`config.mk`:
```
export PLATFORM = sky130hd
export DESIGN_NAME = sort_engine
export DESIGN_NICKNAME = d
export VERILOG_FILES = /design/src/rtl/sort_pkg.sv /design/src/rtl/sort_cmp_swap.sv /design/src/rtl/sort_engine.sv
export SDC_FILE = /design/constraint.sdc
export NUM_CORES = 1
export LEC_CHECK = 0
export BUFFER_PORTS_ARGS = -buffer_cell sky130_fd_sc_hd__clkbuf_2
export CORE_MARGIN = 2
export CORE_UTILIZATION = 35
export CTS_BUF_LIST = sky130_fd_sc_hd__clkbuf_16
export DETAILED_ROUTE_END_ITERATION = 8
export GPL_ROUTABILITY_DRIVEN = 0
export HOLD_SLACK_MARGIN = 0.05
export MAX_ROUTING_LAYER = met4
export SYNTH_ARGS = -nofsm -noshare
export SYNTH_HDL_FRONTEND = slang
export SYNTH_SLANG_ARGS = --single-unit
```
`constraint.sdc`:
```
create_clock -name clk -period 2.4 [get_ports clk]
set_input_delay 0.24 -clock clk [delete_from_list [all_inputs] [get_ports clk]]
set_output_delay 0.24 -clock clk [all_outputs]
set_load 0.02 [all_outputs]
```
`src/rtl/sort_pkg.sv`:
```
// Shared state encoding and compare/packing helpers for the iterative sort engine.
package sort_pkg;

    typedef logic [1:0] state_t;

    localparam state_t StIdle = 2'd0;
    localparam state_t StSort = 2'd1;
    localparam state_t StDone = 2'd2;

    // Keys are widened to this width before comparison, so SIZE may be at most 64.
    localparam int unsigned CmpW = 65;

    function automatic logic [CmpW-1:0] sext(input logic [CmpW-1:0] raw,
                                             input int unsigned   width,
                                             input logic          fill);
        logic [CmpW-1:0] upper;
        upper = {CmpW{1'b1}} << width;
        if (fill) begin
            return raw | upper;
        end
        return raw & ~upper;
    endfunction

    function automatic logic cmp_gt(input logic [CmpW-1:0] a,
                                    input logic [CmpW-1:0] b,
                                    input logic            signed_mode);
        if (signed_mode) begin
            return $signed(a) > $signed(b);
        end
        return a > b;
    endfunction

    // Element k of a packed set sits at the MSB end first.
    function automatic int unsigned field_msb(input int unsigned k,
                                              input int unsigned n,
                                              input int unsigned w);
        return (n - k) * w - 1;
    endfunction

endpackage

```
`src/rtl/sort_cmp_swap.sv`:
```
// One compare-exchange element: orders a key pair (with its indices) when enabled.
module sort_cmp_swap
    import sort_pkg::*;
#(
    parameter int unsigned SIZE   = 16,
    parameter int unsigned IDX_W  = 3,
    parameter int unsigned SIGNED = 0
) (
    input  logic [SIZE-1:0]  a_key_i,
    input  logic [SIZE-1:0]  b_key_i,
    input  logic [IDX_W-1:0] a_idx_i,
    input  logic [IDX_W-1:0] b_idx_i,
    input  logic             desc_i,
    input  logic             en_i,
    output logic [SIZE-1:0]  first_key_o,
    output logic [SIZE-1:0]  second_key_o,
    output logic [IDX_W-1:0] first_idx_o,
    output logic [IDX_W-1:0] second_idx_o,
    output logic             swapped_o
);

    localparam logic SignedMode = (SIGNED != 0);

    logic [CmpW-1:0] a_ext;
    logic [CmpW-1:0] b_ext;
    logic            a_gt_b;
    logic            b_gt_a;

    assign a_ext  = sext(CmpW'(a_key_i), SIZE, SignedMode & a_key_i[SIZE-1]);
    assign b_ext  = sext(CmpW'(b_key_i), SIZE, SignedMode & b_key_i[SIZE-1]);
    assign a_gt_b = cmp_gt(a_ext, b_ext, SignedMode);
    assign b_gt_a = cmp_gt(b_ext, a_ext, SignedMode);

    // Strict compares only: equal keys stay put, which keeps the sort stable.
    assign swapped_o    = en_i & (desc_i ? b_gt_a : a_gt_b);
    assign first_key_o  = swapped_o ? b_key_i : a_key_i;
    assign second_key_o = swapped_o ? a_key_i : b_key_i;
    assign first_idx_o  = swapped_o ? b_idx_i : a_idx_i;
    assign second_idx_o = swapped_o ? a_idx_i : b_idx_i;

endmodule

```
`src/rtl/sort_engine.sv`:
```
// Handshaked odd-even transposition sorter: one pass per clock, returns keys with source indices.
module sort_engine
    import sort_pkg::*;
#(
    parameter int unsigned NUM_VALS   = 5,
    parameter int unsigned SIZE       = 16,
    parameter int unsigned SIGNED     = 0,
    parameter int unsigned EARLY_EXIT = 0,
    localparam int unsigned IDX_W     = $clog2(NUM_VALS)
) (
    input  logic                      clk,
    input  logic                      rst,
    input  logic                      in_valid,
    output logic                      in_ready,
    input  logic                      in_desc,
    input  logic [NUM_VALS*SIZE-1:0]  in_data,
    output logic                      out_valid,
    input  logic                      out_ready,
    output logic [NUM_VALS*SIZE-1:0]  out_data,
    output logic [NUM_VALS*IDX_W-1:0] out_idx,
    output logic                      busy
);

    localparam int unsigned NumPairs = NUM_VALS - 1;

    state_t             state_q, state_d;
    logic [IDX_W-1:0]   pass_q, pass_d;
    logic               desc_q, desc_d;
    logic               noswap_q, noswap_d;
    logic [SIZE-1:0]    key_q [NUM_VALS];
    logic [SIZE-1:0]    key_d [NUM_VALS];
    logic [IDX_W-1:0]   idx_q [NUM_VALS];
    logic [IDX_W-1:0]   idx_d [NUM_VALS];

    logic [SIZE-1:0]    pair_first_key  [NumPairs];
    logic [SIZE-1:0]    pair_second_key [NumPairs];
    logic [IDX_W-1:0]   pair_first_idx  [NumPairs];
    logic [IDX_W-1:0]   pair_second_idx [NumPairs];
    logic [NumPairs-1:0] pair_en;
    logic [NumPairs-1:0] pair_swap;
    logic               any_swap;

    logic [SIZE-1:0]    net_key [NUM_VALS];
    logic [IDX_W-1:0]   net_idx [NUM_VALS];

    for (genvar i = 0; i < NumPairs; i++) begin : g_pair
        localparam logic Odd = 1'(i % 2);

        assign pair_en[i] = (pass_q[0] == Odd);

        sort_cmp_swap #(
            .SIZE   (SIZE),
            .IDX_W  (IDX_W),
            .SIGNED (SIGNED)
        ) u_cmp_swap (
            .a_key_i      (key_q[i]),
            .b_key_i      (key_q[i+1]),
            .a_idx_i      (idx_q[i]),
            .b_idx_i      (idx_q[i+1]),
            .desc_i       (desc_q),
            .en_i         (pair_en[i]),
            .first_key_o  (pair_first_key[i]),
            .second_key_o (pair_second_key[i]),
            .first_idx_o  (pair_first_idx[i]),
            .second_idx_o (pair_second_idx[i]),
            .swapped_o    (pair_swap[i])
        );
    end

    // Enabled pairs never overlap, so each slot takes at most one pair's result.
    for (genvar k = 0; k < NUM_VALS; k++) begin : g_net
        if (k == 0) begin : g_head
            assign net_key[k] = pair_en[k] ? pair_first_key[k] : key_q[k];
            assign net_idx[k] = pair_en[k] ? pair_first_idx[k] : idx_q[k];
        end else if (k == NUM_VALS - 1) begin : g_tail
            assign net_key[k] = pair_en[k-1] ? pair_second_key[k-1] : key_q[k];
            assign net_idx[k] = pair_en[k-1] ? pair_second_idx[k-1] : idx_q[k];
        end else begin : g_mid
            assign net_key[k] = pair_en[k]   ? pair_first_key[k]    :
                                pair_en[k-1] ? pair_second_key[k-1] : key_q[k];
            assign net_idx[k] = pair_en[k]   ? pair_first_idx[k]    :
                                pair_en[k-1] ? pair_second_idx[k-1] : idx_q[k];
        end

        assign out_data[field_msb(k, NUM_VALS, SIZE) -: SIZE]  = key_q[k];
        assign out_idx[field_msb(k, NUM_VALS, IDX_W) -: IDX_W] = idx_q[k];
    end

    assign any_swap = |pair_swap;

    always_comb begin
        state_d  = state_q;
        pass_d   = pass_q;
        desc_d   = desc_q;
        noswap_d = noswap_q;
        key_d    = key_q;
        idx_d    = idx_q;
        unique case (state_q)
            StIdle: begin
                if (in_valid) begin
                    state_d  = StSort;
                    pass_d   = '0;
                    desc_d   = in_desc;
                    noswap_d = 1'b0;
                    for (int k = 0; k < NUM_VALS; k++) begin
                        key_d[k] = in_data[field_msb(k, NUM_VALS, SIZE) -: SIZE];
                        idx_d[k] = IDX_W'(k);
                    end
                end
            end
            StSort: begin
                key_d    = net_key;
                idx_d    = net_idx;
                pass_d   = pass_q + IDX_W'(1);
                noswap_d = ~any_swap;
                if (pass_q == IDX_W'(NUM_VALS - 1)) begin
                    state_d = StDone;
                end else if ((EARLY_EXIT != 0) && (pass_q != '0) && !any_swap && noswap_q) begin
                    state_d = StDone;
                end
            end
            StDone: begin
                if (out_ready) begin
                    state_d = StIdle;
                end
            end
            default: state_d = StIdle;
        endcase
    end

    always_ff @(posedge clk) begin
        if (rst) begin
            state_q  <= StIdle;
            pass_q   <= '0;
            desc_q   <= 1'b0;
            noswap_q <= 1'b0;
            for (int k = 0; k < NUM_VALS; k++) begin
                key_q[k] <= '0;
                idx_q[k] <= '0;
            end
        end else begin
            state_q  <= state_d;
            pass_q   <= pass_d;
            desc_q   <= desc_d;
            noswap_q <= noswap_d;
            key_q    <= key_d;
            idx_q    <= idx_d;
        end
    end

    assign in_ready  = (state_q == StIdle);
    assign busy      = (state_q == StSort);
    assign out_valid = (state_q == StDone);

endmodule

```
==> reports/results.ini, run 1 <==
[synthesis]
synth_edf_count=0
ys.flop_type=dfxtp_1
synth_seq_area_share=0.2902
async_reset_ff_frac=0
synthCells=876
avgSynthCellArea_sq_um=7.954
ys_seq_elements=101
syn_area_sq_um=6968
yosys_warnings=0
synth_top_cell_area_share=0.2902
yosysUniqueCellTypes=52
synth.area.top_cells=dfxtp_1 (29%), mux2i_1 (13%), ha_1 (12%), nand2_1 (5.6%), nor2_1 (5.4%)
syn-num-nets=1027
synth_top_area_cell=dfxtp_1

[grt]
grt_usage=0.2380
grt-ovfl-total=0
grt_pass1_vias=7280
grt_max_degree=70
antenna_found_initial=0
grt_pass1_wl_um=39010

[floorplan]
die-area_sq_um=21050
initial_core_util=0.3568
core_sq_um=19530
row_count=51
die_w_um=145.1
die_y_um=145.1
io_pins=183

[timing]
fin_crit_sh=1.068
slew_headroom=0.4158
worst_slack_ns=-0.1628
max_freq_mhz=390.2
setup-tns-final_ns=-7.621
setup_viol=92
fin_crit_ns=2.563
worst_slew_pin_slew_ns=0.8763
worst_clock_skew_ns=0.006900
hold_viol=0
hold-worst-slack_ns=0.1211
finalMaxSlewViolations=0
rsz0062_at_grt=yes

[cts]
h-tree-depth=3
clock_sinks=101
clockBufferDepth=2
cts_root_buffer=clkbuf_16
numCtsBuffers=9
holdBufCountCts=0
cts_tree=built
path_clk_slew_ns=0.07
clock_latency_ns=0.36

[route]
avgViaCountPerCell=5.233
routedWlPerCell_um=18.17
vias=7629
drtAntennaViolNets=0
remaining_drc_errors=0
routed_wl_um=26500
initialDrtViolationCount=460
dr.pass1.iters=5

[power]
powerDensity_nw_per_um2=1025
leakagePower_nw=4.753
ir_drop_v=0.0005679

[setup_path]
cp-end-kind=flip-flop
slowest_delay_ns=0.45
critical_path_required_ns=2.62
critical_path.cell_chain=inv_2, ha_4, nand4_1, buf_6, nor2_1, a21o_1, o41a_1, a22oi_2, buf_6, buf_12, mux2i_1, nor2_1
crit_path_start_kind=flip-flop
worstSetupPathType=reg -> reg
startpoint=out_data[28]
crit_end=out_idx[5]
critPathArrivalTime_ns=2.78
crit_fanout=6
rrSetupSlack_ns=-0.16
r2r-end=out_idx[5]
r2r_cells=12
slowest_stage=o41a_1
r2r-start=out_data[28]

[placement]
dpl.hpwl_um=17670
io_buffers=182
dp.cells=1402

[layout]
antennaDiodeCount=0
syn2layout_area_growth_pct=53.73
final_cells=1458
fin_nets=1340
final_common_cell=clkbuf_2
layout_common_cells=clkbuf_2 (181), buf_4 (142), nand2_1 (104)
drive_gt1_frac=0.4510

[hold_path]
hp-class=in -> reg

[outcome]
failed_checks=negative setup slack
status=finished, violations left

[flow_run]
drv_cap=0

==> how the worst min path moves through the flow <==
| stage | startpoint | to | slack, ns | cells after the start |
|---|---|---|---|---|
| 2_1_floorplan | in_desc | desc_q | 0.39 | 2 |
| 6_report | in_data[64] | out_data[64] | 0.12 | 3 |
| 3_5_place_dp | out_idx[1] | out_idx[1] | 0.48 | 2 |
| 5_1_grt | in_data[77] | out_data[77] | 0.13 | 3 |
| 3_3_place_gp | out_data[5] | out_data[5] | 0.47 | 2 |
| 4_1_cts | in_data[64] | out_data[64] | 0.12 | 3 |
==> per-layer routing <==
metal / global-route usage / routed length [um] / up-vias
met1: 0.3019 / 11430 / 3609
li1: - / - / 3710
met2: 0.3890 / 12930 / 258
met5: - / 0 / -
met3: 0.04119 / 1483 / 52
met4: 0.07157 / 655 / 0
==> cells in the mapped netlist, types with 4 or more instances <==
cell type  count
nand3_1       25
a311oi_1      10
a311oi_2      12
clkbuf_1      32
mux2i_1       93
nand2_1      104
a21o_1         4
nor2_1       101
a21oi_1       36
nand2b_1      22
ha_1          66
buf_2         14
dfxtp_1      101
o21ai_1       12
inv_1         71
nor2b_1        4
nand4_1       17
a211oi_1      32
o21ai_0       64
buf_4          6
==> timing repair <==
item	4_1_cts	5_1_grt
pin swaps	22	78
endpoints found under the setup margin	65	95
buffers inserted	17	11
gates resized for setup	51	141
gates cloned	6	8
hold endpoints to repair	0	0
==> cell type report <==
cell class              count  area [sq um]
clock inverters             6         78.83
inverters                  72         272.8
fillers                  1843          8815
multi-input cells         645          5082
clock buffers               9         225.2
repair buffers            360          2626
flip-flops and latches    101          2095
well taps                 265         331.6
==> metrics by stage <==
stage / util / worst slack [ns] / instance area (sq um) / total power, W
after floorplan: - / 0.002981 / 6990 / 0.005464
final: 0.5486 / -0.1628 / 10710 / 0.01097
after detailed placement: 0.4658 / -0.2008 / 9096 / 0.007485
after CTS: 0.5064 / -0.07873 / 9888 / 0.009891
after global routing: 0.5486 / -0.2702 / 10710 / 0.01162
after global placement: 0.4658 / -0.1591 / 9096 / 0.007419
==> kinds of logic after synthesis <==
| kind of cell | Yosys count | share of synthesized area |
|---|---|---|
| compound gates | 199 | 0.1964 |
| fa+ha+maj | 66 | 0.1185 |
| buf+inv | 130 | 0.07901 |
| flops | 101 | 0.2902 |
| mux | 94 | 0.1352 |
| simple gates | 286 | 0.1806 |
==> sequential cells by signal (all words and copies together), names as in the netlist <==
signal and cells:
out_data 80, out_idx 15, desc_q 1, pass_q 3
state_q 2
==> critical path: cells and delay by family, from the launching register on <==
family | cells | cell delay (ns)
AOI/OAI and AO/OA | 3 | 0.95
adders and majority gates | 1 | 0.23
buffers and inverters | 4 | 0.50
DFF | 1 | 0.36
muxes | 1 | 0.18
and+or+nand+nor | 3 | 0.20
==> where the power goes <==
group / switching (W) / internal, W / leakage (nW)
clock network: 0.000686 / 0.000899 / 0.144
logic: 0.00359 / 0.00332 / 3.76
registers: 0.000388 / 0.00208 / 0.849
total: 0.00467 / 0.00631 / 4.75
No activity file was read; power rests on OpenSTA's default activity.
==> run 2: changes to the inputs <==
--- a/config.mk
+++ b/config.mk
@@ -11,6 +11,7 @@
 export CTS_BUF_LIST = sky130_fd_sc_hd__clkbuf_16
 export DETAILED_ROUTE_END_ITERATION = 8
 export GPL_ROUTABILITY_DRIVEN = 0
+export GPL_TIMING_DRIVEN = 0
 export HOLD_SLACK_MARGIN = 0.05
 export MAX_ROUTING_LAYER = met4
 export SYNTH_ARGS = -nofsm -noshare
==> reports/results.ini, run 2 (same netlist as run 1, synthesis figures left out) <==
[outcome]
status=finished, violations left
failed_checks=negative setup slack

[cts]
path_clk_slew_ns=0.08  ; about the same
cts_root_buffer=clkbuf_16
numCtsBuffers=9  ; unchanged
clockBufferDepth=2  ; unchanged
cts_tree=built
clock_latency_ns=0.36  ; about the same
clock_sinks=101  ; unchanged
h-tree-depth=3  ; unchanged

[route]
remaining_drc_errors=0  ; unchanged
routed_wl_um=31090  ; +17%
dr.pass1.iters=6  ; +1
initialDrtViolationCount=624  ; +36%
avgViaCountPerCell=5.592  ; +6.9%
vias=8165  ; +7.0%
routedWlPerCell_um=21.30  ; +17%
drtAntennaViolNets=0  ; unchanged

[power]
power.total_w=0.01141  ; +4.0%
leakagePower_nw=4.738  ; -0.32%
ir_drop_v=0.0004732  ; -17%
powerDensity_nw_per_um2=1026  ; +0.12%

[layout]
drive_gt1_frac=0.5138  ; +0.06284
antennaDiodeCount=0  ; unchanged
final_common_cell=clkbuf_2
largest_reg_flops=80  ; unchanged
layout_common_cells=clkbuf_2 (184), nand2_1 (100), mux2i_1 (92)
fin_nets=1341  ; +0.075%
final_cells=1460  ; +0.14%
syn2layout_area_growth_pct=59.69
final_cell_area_sq_um=11130  ; +3.9%

[setup_path]
critPathArrivalTime_ns=2.83  ; +0.05 ns
critical_path_required_ns=2.63  ; about the same
cp-end-kind=flip-flop
slowest_stage=a2111o_1
critical_path.cell_chain=inv_2, ha_1, nand4_1, a2111o_1, and4b_2, a211oi_4, buf_6, buf_8, mux2i_1, nor2_1
crit_path_start_kind=flip-flop
critical-path-top-delay-family=compound AO/OA/AOI/OAI gates
worstSetupPathType=reg -> reg
slowest_delay_ns=0.46  ; about the same
crit_fanout=6  ; unchanged
path_buf_inv=3  ; -1

[floorplan]
io_pins=183  ; unchanged
die_y_um=145.1  ; unchanged
core_sq_um=19530  ; unchanged
initial_core_util=0.3568  ; unchanged
die-area_sq_um=21050  ; unchanged
die_w_um=145.1  ; unchanged
row_count=51  ; unchanged

[grt]
grt_max_degree=17  ; -76%
antenna_found_initial=0  ; unchanged
grt_pass1_vias=7570  ; +4.0%
grt_pass1_wl_um=43240  ; +11%
grt_usage=0.2717  ; +0.03379
grt-ovfl-total=0  ; unchanged

[timing]
max_freq_mhz=384.4  ; -1.5%
setup_viol=85  ; -7.6%
worst_slew_pin_slew_ns=0.9407  ; +0.06436 ns
worst_clock_skew_ns=0.009989  ; +0.003089 ns
finalMaxSlewViolations=0  ; unchanged
rsz0062_at_grt=yes
fin_crit_ns=2.602  ; +0.03870 ns
fin_crit_sh=1.084  ; +0.01613
hold-worst-slack_ns=0.1048  ; -0.01622 ns
setup-tns-final_ns=-8.987  ; -1.366 ns
hold_viol=0  ; unchanged
slew_headroom=0.3729  ; -0.04291
worst_slack_ns=-0.2015  ; -0.03870 ns

[placement]
dpl-instance-area_sq_um=8228  ; -9.5%
io_buffers=181  ; -0.55%
dpl.hpwl_um=19920  ; +13%
dp.cells=1322  ; -5.7%

[flow_run]
drv_cap=0  ; unchanged

[hold_path]
hp-class=in -> reg

## run 2: cell types whose count changed in the layout (fill, tap and decap cells not counted), sizes merged
cell / change
clkinvlp: -1
buf: -28
clkinv: +3
bufinv: -1
clkbuf: +29
## run 2: final cells by class
class / count / area [sq um]
fill: 1751 / 8399
multi-input combinational: 645 / 5479
sequential: 101 / 2236
timing repair buffer: 305 / 2085
buffer: 56 / 426.7
tap: 265 / 331.6
inverter: 72 / 277.8
clock buffer: 9 / 225.2
clock inverter: 7 / 66.31
## run 2: worst paths after layout
path	startpoint	to	slack, ns	cells after the start
setup / recovery	out_data[36]	out_data[37]	-0.20	10
hold reg to reg	out_idx[1]	out_idx[1]	0.50	2
hold / removal	in_desc	desc_q	0.10	3
setup reg to reg	out_data[36]	out_data[37]	-0.20	10
## run 2: worst register-to-register path, stage by stage (launching register included)
cell and delay, ns:
dfxtp_4 0.40, inv_2 0.05, ha_1 0.29, nand4_1 0.16
a2111o_1 0.46, and4b_2 0.29, a211oi_4 0.27, buf_6 0.16
buf_8 0.13, mux2i_1 0.21, nor2_1 0.06
## run 2: report_power, final
part / internal [W] / switching [W]
clock network: 0.000805 / 0.000708
registers: 0.00217 / 0.000605
logic: 0.00336 / 0.00376
total: 0.00634 / 0.00507
## run 2: timing repair
| action | in CTS | in global routing |
|---|---|---|
| pin swaps | 36 | 82 |
| resized for setup | 199 | 218 |
| setup endpoints to repair | 96 | 96 |
| setup buffers | 75 | 42 |
| cloned | 6 | 6 |
| hold buffers | 0 | 0 |
## run 2: routing by layer
layer  part of all wire  up-vias  global-route usage
li1                   -     3725                   -
met1               0.42     3939              0.3555
met2               0.46      426              0.4195
met3              0.081       75             0.05220
met4              0.032        0             0.09706
met5                  0        -                   -
## run 2: stage by stage
stage	setup WS, ns	util
finish	-0.2015	0.5698
global route	-0.2789	0.5698
CTS	-0.08797	0.5065
detailed placement	-0.5655	0.4214
global placement	-0.5436	0.4214
floorplan	0.002981	-
==> run 3: changes to the inputs <==
--- a/config.mk
+++ b/config.mk
@@ -16,4 +16,5 @@
 export MAX_ROUTING_LAYER = met4
 export SYNTH_ARGS = -nofsm -noshare
 export SYNTH_HDL_FRONTEND = slang
+export SYNTH_HIERARCHICAL = 1
 export SYNTH_SLANG_ARGS = --single-unit
==> reports/results.ini, run 3 <==
[grt]
antenna_found_initial=0  ; unchanged
grt_pass1_vias=11540  ; +52%
grt_usage=0.2653  ; -0.006475
grt_pass1_wl_um=66680  ; +54%
grt_max_degree=26  ; +9
grt-ovfl-total=0  ; unchanged

[floorplan]
initial_core_util=0.3542  ; -0.002606
die_w_um=182.5  ; +26%
row_count=65  ; +27%
core_sq_um=31470  ; +61%
die-area_sq_um=33300  ; +58%
io_pins=183  ; unchanged
die_y_um=182.5  ; +26%

[route]
remaining_drc_errors=0  ; unchanged
initialDrtViolationCount=901  ; +44%
avgViaCountPerCell=5.598  ; about the same
dr.pass1.iters=6  ; unchanged
vias=11800  ; +45%
routed_wl_um=44150  ; +42%
routedWlPerCell_um=20.95  ; -1.7%
drtAntennaViolNets=0  ; unchanged

[layout]
layout_common_cells=clkbuf_2 (187), nand2_1 (166), mux2i_1 (143)
fin_nets=1852  ; +38%
drive_gt1_frac=0.4285  ; -0.08532
syn2layout_area_growth_pct=41.14
antennaDiodeCount=0  ; unchanged
largest_reg_flops=80  ; unchanged
final_common_cell=clkbuf_2
nFillCells=3021  ; +73%

[timing]
worst_clock_skew_ns=0.01225  ; +0.002258 ns
slew_headroom=0.3729  ; about the same
worst_slew_pin_slew_ns=0.9406  ; -0.00008219 ns
rsz0062_at_grt=yes
max_freq_mhz=331.7  ; -14%
hold_viol=0  ; unchanged
worst_slack_ns=-0.6146  ; -0.4130 ns
hold-worst-slack_ns=0.1152  ; +0.01038 ns
setup_viol=95  ; +12%
finalMaxSlewViolations=0  ; unchanged
fin_crit_ns=3.015  ; +0.4130 ns
fin_crit_sh=1.256  ; +0.1721

[setup_path]
critPathArrivalTime_ns=3.28  ; +0.45 ns
cp-end-kind=flip-flop
crit_path_start_kind=flip-flop
r2r-start=out_data[63]
critical_path_required_ns=2.66  ; +0.03 ns
crit_fanout=9  ; +3
startpoint=out_data[63]
worstSetupPathType=reg -> reg

[placement]
preCtsSetupSlack_ns=-0.6871  ; -0.1216 ns
dpl.hpwl_um=31540  ; +58%
io_buffers=182  ; +0.55%

[cts]
path_clk_slew_ns=0.08  ; about the same
numCtsBuffers=9  ; unchanged
cts_tree=built
cts_root_buffer=clkbuf_16
clockBufferDepth=2  ; unchanged
clock_latency_ns=0.37  ; about the same
clock_sinks=101  ; unchanged
h-tree-depth=3  ; unchanged
holdBufCountCts=0  ; unchanged

[hold_path]
worstHoldStart=in_desc
hp-class=in -> reg

[synthesis]
yosys_warnings=6  ; +6
avgSynthCellArea_sq_um=8.241  ; +3.6%
syn_area_sq_um=11150  ; +60%
syn-num-nets=1504  ; +46%
synthCells=1353  ; +54%

[flow_run]
drv_cap=0  ; unchanged

[power]
powerDensity_nw_per_um2=633.5  ; -38%
ir_drop_v=0.0003928  ; -17%
leakagePower_nw=7.177  ; +51%
power.total_w=0.009969  ; -13%

[outcome]
failed_checks=negative setup slack
status=finished, violations left

run 3: layout make-up:
cell class / instances / area, sq um / share of cell area
buffer: 104 / 743.2 / 0.04723
inverter: 91 / 366.6 / 0.02330
clock inverter: 5 / 22.52 / 0.001431
timing repair buffer: 343 / 2455 / 0.1560
sequential: 101 / 2238 / 0.1422
clock buffer: 11 / 275.3 / 0.01749
multi-input combinational: 1051 / 9133 / 0.5803
tap: 402 / 503.0 / 0.03196
run 3: final timing paths:
kind / to / slack, ns / depth (start not counted)
setup reg to reg: out_data[57] / -0.61 / 12
setup / recovery: out_data[57] / -0.61 / 12
hold reg to reg: out_data[70] / 0.48 / 2
hold / removal: desc_q / 0.12 / 3
run 3: report_power, final:
part	internal [W]	leakage [nW]	switching (W)	total, W
logic	0.00315	6.15	0.00301	0.00617
registers	0.00186	0.872	0.000383	0.00225
clock network	0.000821	0.156	0.000736	0.00156
total	0.00584	7.18	0.00413	0.00997
run 3: repair_timing:
action,in CTS,in global routing
resized for setup,80,91
endpoints found under the setup margin,95,95
setup buffers,133,24
pin swaps,95,57
gates cloned,5,2
run 3: worst max-delay path, stage by stage, from the launching register on:
cell,delay (ns)
dfxtp_4,0.37
buf_12,0.13
ha_4,0.28
nand4_4,0.13
or3_1,0.39
a21o_1,0.20
and4b_4,0.23
o21ai_4,0.20
buf_12,0.17
mux2_4,0.34
mux2i_1,0.14
nand2_1,0.08
a32o_1,0.24
run 3: layer usage:
metal | up-vias | part of all wire | wire, um | GRT usage
met5 | - | 0 | 0 | -
met3 | 79 | 0.053 | 2330 | 0.02993
met4 | 0 | 0.038 | 1668 | 0.1042
met2 | 449 | 0.47 | 20570 | 0.4315
li1 | 5639 | - | - | -
met1 | 5633 | 0.44 | 19580 | 0.3366
run 3: stage by stage:
step                utilization  cells  cell area [sq um]  setup TNS [ns]
floorplan                     -   1353              11980          -28.03
global placement         0.4254   1937              13390          -51.83
detailed placement       0.4255   1937              13390          -50.23
CTS                      0.4831   2088              15210          -41.93
global route             0.5000   2108              15740          -53.74
finish                   0.5000   2108              15740          -45.47
